===== src/rtl/eco32f_wb_arbiter_pkg.sv =====
// Shared constants for the eco32f Wishbone bus masters.
//   arb_state_t : arbiter state encoding (also exported on the arbiter debug port)
//   CTI_* / BTE_*: Wishbone B3 cycle-type and burst-type codes used by the
//                  icache, the LSU and the arbiter.
package eco32f_wb_arbiter_pkg;

    typedef enum logic [1:0] {
        ARB_IDLE  = 2'b00,
        ARB_GNT_I = 2'b01,
        ARB_GNT_D = 2'b10,
        ARB_ABORT = 2'b11
    } arb_state_t;

    localparam logic [2:0] CTI_CLASSIC = 3'b000;
    localparam logic [2:0] CTI_INCR    = 3'b010;
    localparam logic [2:0] CTI_EOB     = 3'b111;

    localparam logic [1:0] BTE_WRAP8   = 2'b10;

endpackage


===== src/rtl/eco32f_wb_watchdog.sv =====
// Bus watchdog counter.
//   clk, rst_n : clock, synchronous active-low reset
//   enable     : a granted strobe is waiting this cycle (no termination)
//   clear      : restart the count (idle bus, termination, or abort)
//   expire     : combinational; high when this is the TIMEOUT-th waiting cycle
module eco32f_wb_watchdog #(
    parameter int unsigned TIMEOUT = 255
) (
    input  logic clk,
    input  logic rst_n,
    input  logic enable,
    input  logic clear,
    output logic expire
);

    // TIMEOUT-1 is the largest value the counter ever holds, so
    // clog2(TIMEOUT) bits are always enough (TIMEOUT >= 2).
    localparam int unsigned CW = $clog2(TIMEOUT);
    localparam logic [CW-1:0] LIMIT = CW'(TIMEOUT - 1);

    logic [CW-1:0] wd_cnt;

    always_ff @(posedge clk) begin
        if (!rst_n) begin
            wd_cnt <= '0;
        end else if (clear) begin
            wd_cnt <= '0;
        end else if (enable) begin
            wd_cnt <= wd_cnt + 1'b1;
        end
    end

    assign expire = enable && (wd_cnt == LIMIT);

endmodule


===== src/rtl/eco32f_wb_arbiter.sv =====
// Two-master Wishbone B3 arbiter: instruction port (iwbm_*) and data port
// (dwbm_*) share one external bus (wbm_*).
//   iwbm_*_i / iwbm_*_o : instruction master request / termination + read data
//   dwbm_*_i / dwbm_*_o : data master request + write data / termination + read data
//   wbm_*_o  / wbm_*_i  : shared bus request / response
//   arb_timeout_o       : one-cycle pulse when the watchdog aborts a cycle
//   dbg_state           : current arbiter state
//
// Handshake: a master owns the bus from the cycle after it is granted until
// the cycle it drops cyc; the grant is never taken away mid-burst except by
// the watchdog. Terminations (ack/err/rty) pass combinationally from the bus
// to the granted master only; the bus request side is driven only from state
// and master inputs, never from bus responses.
module eco32f_wb_arbiter
    import eco32f_wb_arbiter_pkg::*;
#(
    parameter int unsigned TIMEOUT = 255
) (
    input  logic        clk,
    input  logic        rst_n,

    input  logic [31:0] iwbm_adr_i,
    input  logic [3:0]  iwbm_sel_i,
    input  logic [2:0]  iwbm_cti_i,
    input  logic [1:0]  iwbm_bte_i,
    input  logic        iwbm_cyc_i,
    input  logic        iwbm_stb_i,
    input  logic        iwbm_we_i,
    output logic        iwbm_ack_o,
    output logic        iwbm_err_o,
    output logic        iwbm_rty_o,
    output logic [31:0] iwbm_dat_o,

    input  logic [31:0] dwbm_adr_i,
    input  logic [3:0]  dwbm_sel_i,
    input  logic [2:0]  dwbm_cti_i,
    input  logic [1:0]  dwbm_bte_i,
    input  logic        dwbm_cyc_i,
    input  logic        dwbm_stb_i,
    input  logic        dwbm_we_i,
    input  logic [31:0] dwbm_dat_i,
    output logic        dwbm_ack_o,
    output logic        dwbm_err_o,
    output logic        dwbm_rty_o,
    output logic [31:0] dwbm_dat_o,

    output logic [31:0] wbm_adr_o,
    output logic [3:0]  wbm_sel_o,
    output logic [2:0]  wbm_cti_o,
    output logic [1:0]  wbm_bte_o,
    output logic        wbm_cyc_o,
    output logic        wbm_stb_o,
    output logic        wbm_we_o,
    output logic [31:0] wbm_dat_o,
    input  logic        wbm_ack_i,
    input  logic        wbm_err_i,
    input  logic        wbm_rty_i,
    input  logic [31:0] wbm_dat_i,

    output logic        arb_timeout_o,
    output arb_state_t  dbg_state
);

    arb_state_t state, state_nxt;
    logic       last_gnt_d, last_gnt_d_nxt;   // 1: data master granted last
    logic       gnt_i, gnt_d, bus_term;
    logic       wd_enable, wd_clear, wd_expire;

    assign gnt_i    = (state == ARB_GNT_I);
    assign gnt_d    = (state == ARB_GNT_D);
    assign bus_term = wbm_ack_i || wbm_err_i || wbm_rty_i;

    // Only a live strobe of the owner waits; a termination in the same cycle
    // as the limit wins over the abort.
    assign wd_enable = ((gnt_i && iwbm_cyc_i && iwbm_stb_i) ||
                        (gnt_d && dwbm_cyc_i && dwbm_stb_i)) && !bus_term;
    assign wd_clear  = (state == ARB_IDLE) || bus_term || wd_expire;

    eco32f_wb_watchdog #(
        .TIMEOUT (TIMEOUT)
    ) u_watchdog (
        .clk    (clk),
        .rst_n  (rst_n),
        .enable (wd_enable),
        .clear  (wd_clear),
        .expire (wd_expire)
    );

    always_ff @(posedge clk) begin
        if (!rst_n) begin
            state      <= ARB_IDLE;
            last_gnt_d <= 1'b0;
        end else begin
            state      <= state_nxt;
            last_gnt_d <= last_gnt_d_nxt;
        end
    end

    always_comb begin
        state_nxt      = state;
        last_gnt_d_nxt = last_gnt_d;
        case (state)
            ARB_IDLE: begin
                // On a tie the master that was not granted last wins.
                if (dwbm_cyc_i && (!iwbm_cyc_i || !last_gnt_d)) begin
                    state_nxt      = ARB_GNT_D;
                    last_gnt_d_nxt = 1'b1;
                end else if (iwbm_cyc_i) begin
                    state_nxt      = ARB_GNT_I;
                    last_gnt_d_nxt = 1'b0;
                end
            end
            ARB_GNT_I: begin
                if (!iwbm_cyc_i)    state_nxt = ARB_IDLE;
                else if (wd_expire) state_nxt = ARB_ABORT;
            end
            ARB_GNT_D: begin
                if (!dwbm_cyc_i)    state_nxt = ARB_IDLE;
                else if (wd_expire) state_nxt = ARB_ABORT;
            end
            ARB_ABORT: begin
                // last_gnt_d still names the master whose cycle was aborted.
                if (last_gnt_d ? !dwbm_cyc_i : !iwbm_cyc_i) state_nxt = ARB_IDLE;
            end
            default: state_nxt = ARB_IDLE;
        endcase
    end

    always_comb begin
        wbm_adr_o = dwbm_adr_i;
        wbm_sel_o = dwbm_sel_i;
        wbm_cti_o = dwbm_cti_i;
        wbm_bte_o = dwbm_bte_i;
        wbm_dat_o = dwbm_dat_i;
        wbm_cyc_o = 1'b0;
        wbm_stb_o = 1'b0;
        wbm_we_o  = 1'b0;
        if (gnt_i) begin
            wbm_adr_o = iwbm_adr_i;
            wbm_sel_o = iwbm_sel_i;
            wbm_cti_o = iwbm_cti_i;
            wbm_bte_o = iwbm_bte_i;
            wbm_cyc_o = iwbm_cyc_i;
            wbm_stb_o = iwbm_stb_i;
            wbm_we_o  = iwbm_we_i;
        end else if (gnt_d) begin
            wbm_cyc_o = dwbm_cyc_i;
            wbm_stb_o = dwbm_stb_i;
            wbm_we_o  = dwbm_we_i;
        end
    end

    // wd_expire can only be high while a master is granted.
    assign iwbm_ack_o    = gnt_i && wbm_ack_i;
    assign iwbm_err_o    = gnt_i && (wbm_err_i || wd_expire);
    assign iwbm_rty_o    = gnt_i && wbm_rty_i;
    assign dwbm_ack_o    = gnt_d && wbm_ack_i;
    assign dwbm_err_o    = gnt_d && (wbm_err_i || wd_expire);
    assign dwbm_rty_o    = gnt_d && wbm_rty_i;

    assign iwbm_dat_o    = wbm_dat_i;
    assign dwbm_dat_o    = wbm_dat_i;
    assign arb_timeout_o = wd_expire;
    assign dbg_state     = state;

endmodule

===== config.mk =====
export PLATFORM = sky130hd
export DESIGN_NAME = eco32f_wb_arbiter
export DESIGN_NICKNAME = d
export VERILOG_FILES = /design/src/rtl/eco32f_wb_arbiter_pkg.sv /design/src/rtl/eco32f_wb_watchdog.sv /design/src/rtl/eco32f_wb_arbiter.sv
export SDC_FILE = /design/constraint.sdc
export NUM_CORES = 1
export LEC_CHECK = 0
export BUFFER_PORTS_ARGS = -buffer_cell sky130_fd_sc_hd__buf_2
export CORE_AREA = 3 3 118 120
export CTS_CLUSTER_SIZE = 25
export DETAILED_ROUTE_END_ITERATION = 7
export DIE_AREA = 0 0 121 123
export GPL_TIMING_DRIVEN = 1
export PLACE_DENSITY = 0.57
export SKIP_CTS_REPAIR_TIMING = 1
export SLEW_MARGIN = 40
export SYNTH_ARGS = -nofsm -noshare
export SYNTH_HDL_FRONTEND = slang
export SYNTH_HIERARCHICAL = 1
export SYNTH_SLANG_ARGS = --single-unit

===== constraint.sdc =====
create_clock -name clk -period 2.8 [get_ports clk]
set_input_delay 0.14 -clock clk [delete_from_list [all_inputs] [get_ports clk]]
set_output_delay 0.14 -clock clk [all_outputs]
set_load 0.03 [all_outputs]

==> flow_metrics.tcl <==
set metrics [dict create \
    timing.final.hold_violations 0 \
    dpl.hpwl_um 5470 \
    cts_tree "yes" \
    ff2ff_path_depth 9 \
    hp-class "input pin to flop" \
    grt_max_degree 42 \
    maxCapViolations 0 \
    m1WireLength_um 1890 \
    die_h_um 123 \
    drv_slew 0 \
    seq_power_share_pct 20.6 \
    fin_skew_ps 2.96 \
    fillerInstances 1458 \
    insertion_delay_ps 240 \
    fmax_mhz 442 \
    ys.flop_type "dfxtp_1" \
    p_leak_nw 1.12 \
    period_needed_ps 2260 \
    clk_pin_slew_ps 40 \
    htreeDepth 1 \
    status "finished, final reports clean" \
    routed_wl_um 6400 \
    rrSetupSlack_ps 590 \
    critical_path_class "flop to primary output" \
    rsz0062_at_grt "false" \
    whs_path_depth 2 \
    critPathTopFamily "simple AND/OR/NAND/NOR gates" \
    post_drt_wl_per_cell_um 14.3 \
    cp_slowest_stage_delay_ps 430 \
    cp.required_ps 2660 \
    cp.depth 8 \
    viasPerCell 3.71 \
    slowest_stage "dfxtp_1" \
    yosysUniqueCellTypes 35 \
    path_buf_inv 2 \
    ys_seq_elements 11 \
    path_max_fanout 13 \
    drt_first_pass_iters 4 \
    swShare_pct 36.0 \
    core-area_mm2 0.0131 \
    r2r_start "dbg_state[1]" \
    synthArstFlopShare_pct 0 \
    combPwrFrac_pct 47.3 \
    antennaDiodeCount 0 \
    final-setup-viol-count 0 \
    ant_nets 0 \
    drc 0 \
    worst_pin_slew_ps 429 \
    syn_nets 386 \
    netSwitchingPower_mw 0.296 \
    seq_area_um2 220 \
    grt_pass1_wl_um 8800 \
    wl_met2_um 3220 \
    wl_met3_um 1260 \
    grt_pass1_vias 1623 \
    start_util_pct 15.8 \
    row_count 42 \
    setup_tns_ps 0 \
    numCtsBuffers 3 \
    syn-mean-instance-area_um2 9.13 \
    dieArea_mm2 0.0149 \
    hold_end "last_gnt_d" \
    io_buffer_count 145 \
    cts_root_buf "clkbuf_16" \
    dieWidth_um 121 \
    grt-ovfl-total 0 \
    vias 1664 \
    clockBufferDepth 2 \
    nets 433 \
    yosys_warnings 6 \
    path_cells "nor2b_1, nand3_1, a21oi_1, buf_4, nand4_1, nor2_1, o21a_1, buf_2" \
    ys_seq_area_share_pct 10.6 \
    synth-edff-count 0 \
    arrival_ps 2120 \
    r2r_end "u_watchdog/wd_cnt[1]" \
    syn_area_mm2 0.00207 \
    slew_headroom_pct 71.4 \
    boundaryPins 306 \
    setup.worst_path.start_class "flop" \
    drt_iter0_markers 19 \
    topRoutingLayerUsed "met4" \
    power_frac_clock_pct 32.0 \
    grtUsageTotal_pct 7.52 \
    multi_input_area_mm2 0.00102 \
    worst_slack_ps 535 \
    area_growth_pct 10.9 \
    synthCells 227 \
    clock_sinks 11 \
    hold_path.startpoint "rst_n" \
    fin_crit_sh_pct 80.9 \
    cp-end-kind "primary output" \
    max-vdd-ir-drop_uv 253 \
    p_per_area_mw_per_mm2 358 \
    gp_congestion 0.811 \
    dpl_worst_slack_ps 594 \
    p_int_mw 0.526 \
    antenna_found_initial 0 \
    drive_gt1_share_pct 70.7 \
]
[synthesized netlist by cell type, types with 2 or more instances]
library cell  count  share of area (%)
buf_4            97                 35
mux2_4           35                 25
dfxtp_1          11                 11
nor2_1            7                1.3
a21oi_1           6                1.4
mux2_2            6                3.3
nand2_1           6                1.1
o21ai_0           6                1.4
and2_1            5                1.5
or3_1             5                1.5
nand4_1           4                1.2
nor2b_1           4                1.2
buf_12            3                2.9
nand3_1           3               0.72
o21a_1            3                1.1
xor2_1            3                1.3
clkbuf_1          2               0.36
ha_1              2                1.2
inv_1             2               0.36
nand2b_1          2               0.60
[registers in the layout (all words and copies together) (netlist names)]
register	cells
u_watchdog/wd_cnt	8
dbg_state	2
last_gnt_d	1
[routing by layer]
| layer | GRT usage (%) | vias to the layer above |
|---|---|---|
| li1 | - | 763 |
| met1 | 6.51 | 706 |
| met2 | 14.0 | 189 |
| met3 | 5.67 | 6 |
| met4 | 1.35 | 0 |
| met5 | 0 | - |
[power groups by stage]
| stage | combinational, mW | clock (mW) | sequential (mW) |
|---|---|---|---|
| after global placement | 0.392 | 0 | 0.172 |
| final | 0.389 | 0.264 | 0.170 |
| after floorplan | 0.527 | 0 | 0.172 |
| after global routing | 0.416 | 0.277 | 0.171 |
| after CTS | 0.397 | 0.268 | 0.170 |
| after detailed placement | 0.395 | 0 | 0.173 |
[cell type report]
cell class | count | share of cell area, %
multi-input combinational | 109 | 44.3
timing repair buffer | 147 | 32.8
sequential | 11 | 9.58
tap | 176 | 9.58
clock buffer | 4 | 3.43
inverter | 2 | 0.327
[per-stage QoR]
step	hold WS (ps)	cells	util (%)	power, mW	instance area, um^2
after global placement	280	445	17.0	0.564	2220
after detailed placement	280	445	17.0	0.567	2220
final	154	449	17.6	0.823	2300
after floorplan	258	227	-	0.699	2070
after CTS	159	449	17.6	0.834	2300
after global routing	170	449	17.6	0.864	2300
[layout by cell type (no fill, tap or decap), drive strengths merged]
cell and instances:
buf 147, mux2 41, dfxtp 11, nor2 7
nand2 6, o21ai 6, a21oi 6, and2 5
or3 5, nor2b 5, nand4 5, clkbuf 4
o21a 3, nand3 3, xor2 3, inv 2
nand2b 2, ha 2, a22o 1, nand4b 1
o211ai 1, a21boi 1, nor3 1, a32oi 1
nand3b 1, a31oi 1, a211oi 1, xnor2 1
[kinds of logic (layout without fill, tap and decap cells)]
kind of cell | Yosys count | in the layout | synth area share, %
multiplexers | 41 | 41 | 28.6
adder cells (fa/ha/maj) | 2 | 2 | 1.21
XOR/XNOR | 4 | 4 | 1.69
flip-flops | 11 | 11 | 10.6
AND/OR/NAND/NOR | 41 | 41 | 11.4
AO/OA/AOI/OAI | 21 | 21 | 6.22
buffers and inverters | 107 | 153 | 40.3
[worst max-delay path by stage]
stage          slack [ps]                    to          from
2_1_floorplan         290  u_watchdog/wd_cnt[1]  dbg_state[0]
3_3_place_gp          700  u_watchdog/wd_cnt[1]  dbg_state[1]
3_5_place_dp          590  u_watchdog/wd_cnt[1]  dbg_state[1]
4_1_cts               550            iwbm_err_o  dbg_state[1]
5_1_grt               300            dwbm_err_o  dbg_state[1]
6_report              540            iwbm_err_o  dbg_state[1]
Note: power is estimated with default switching activity, not from simulation.
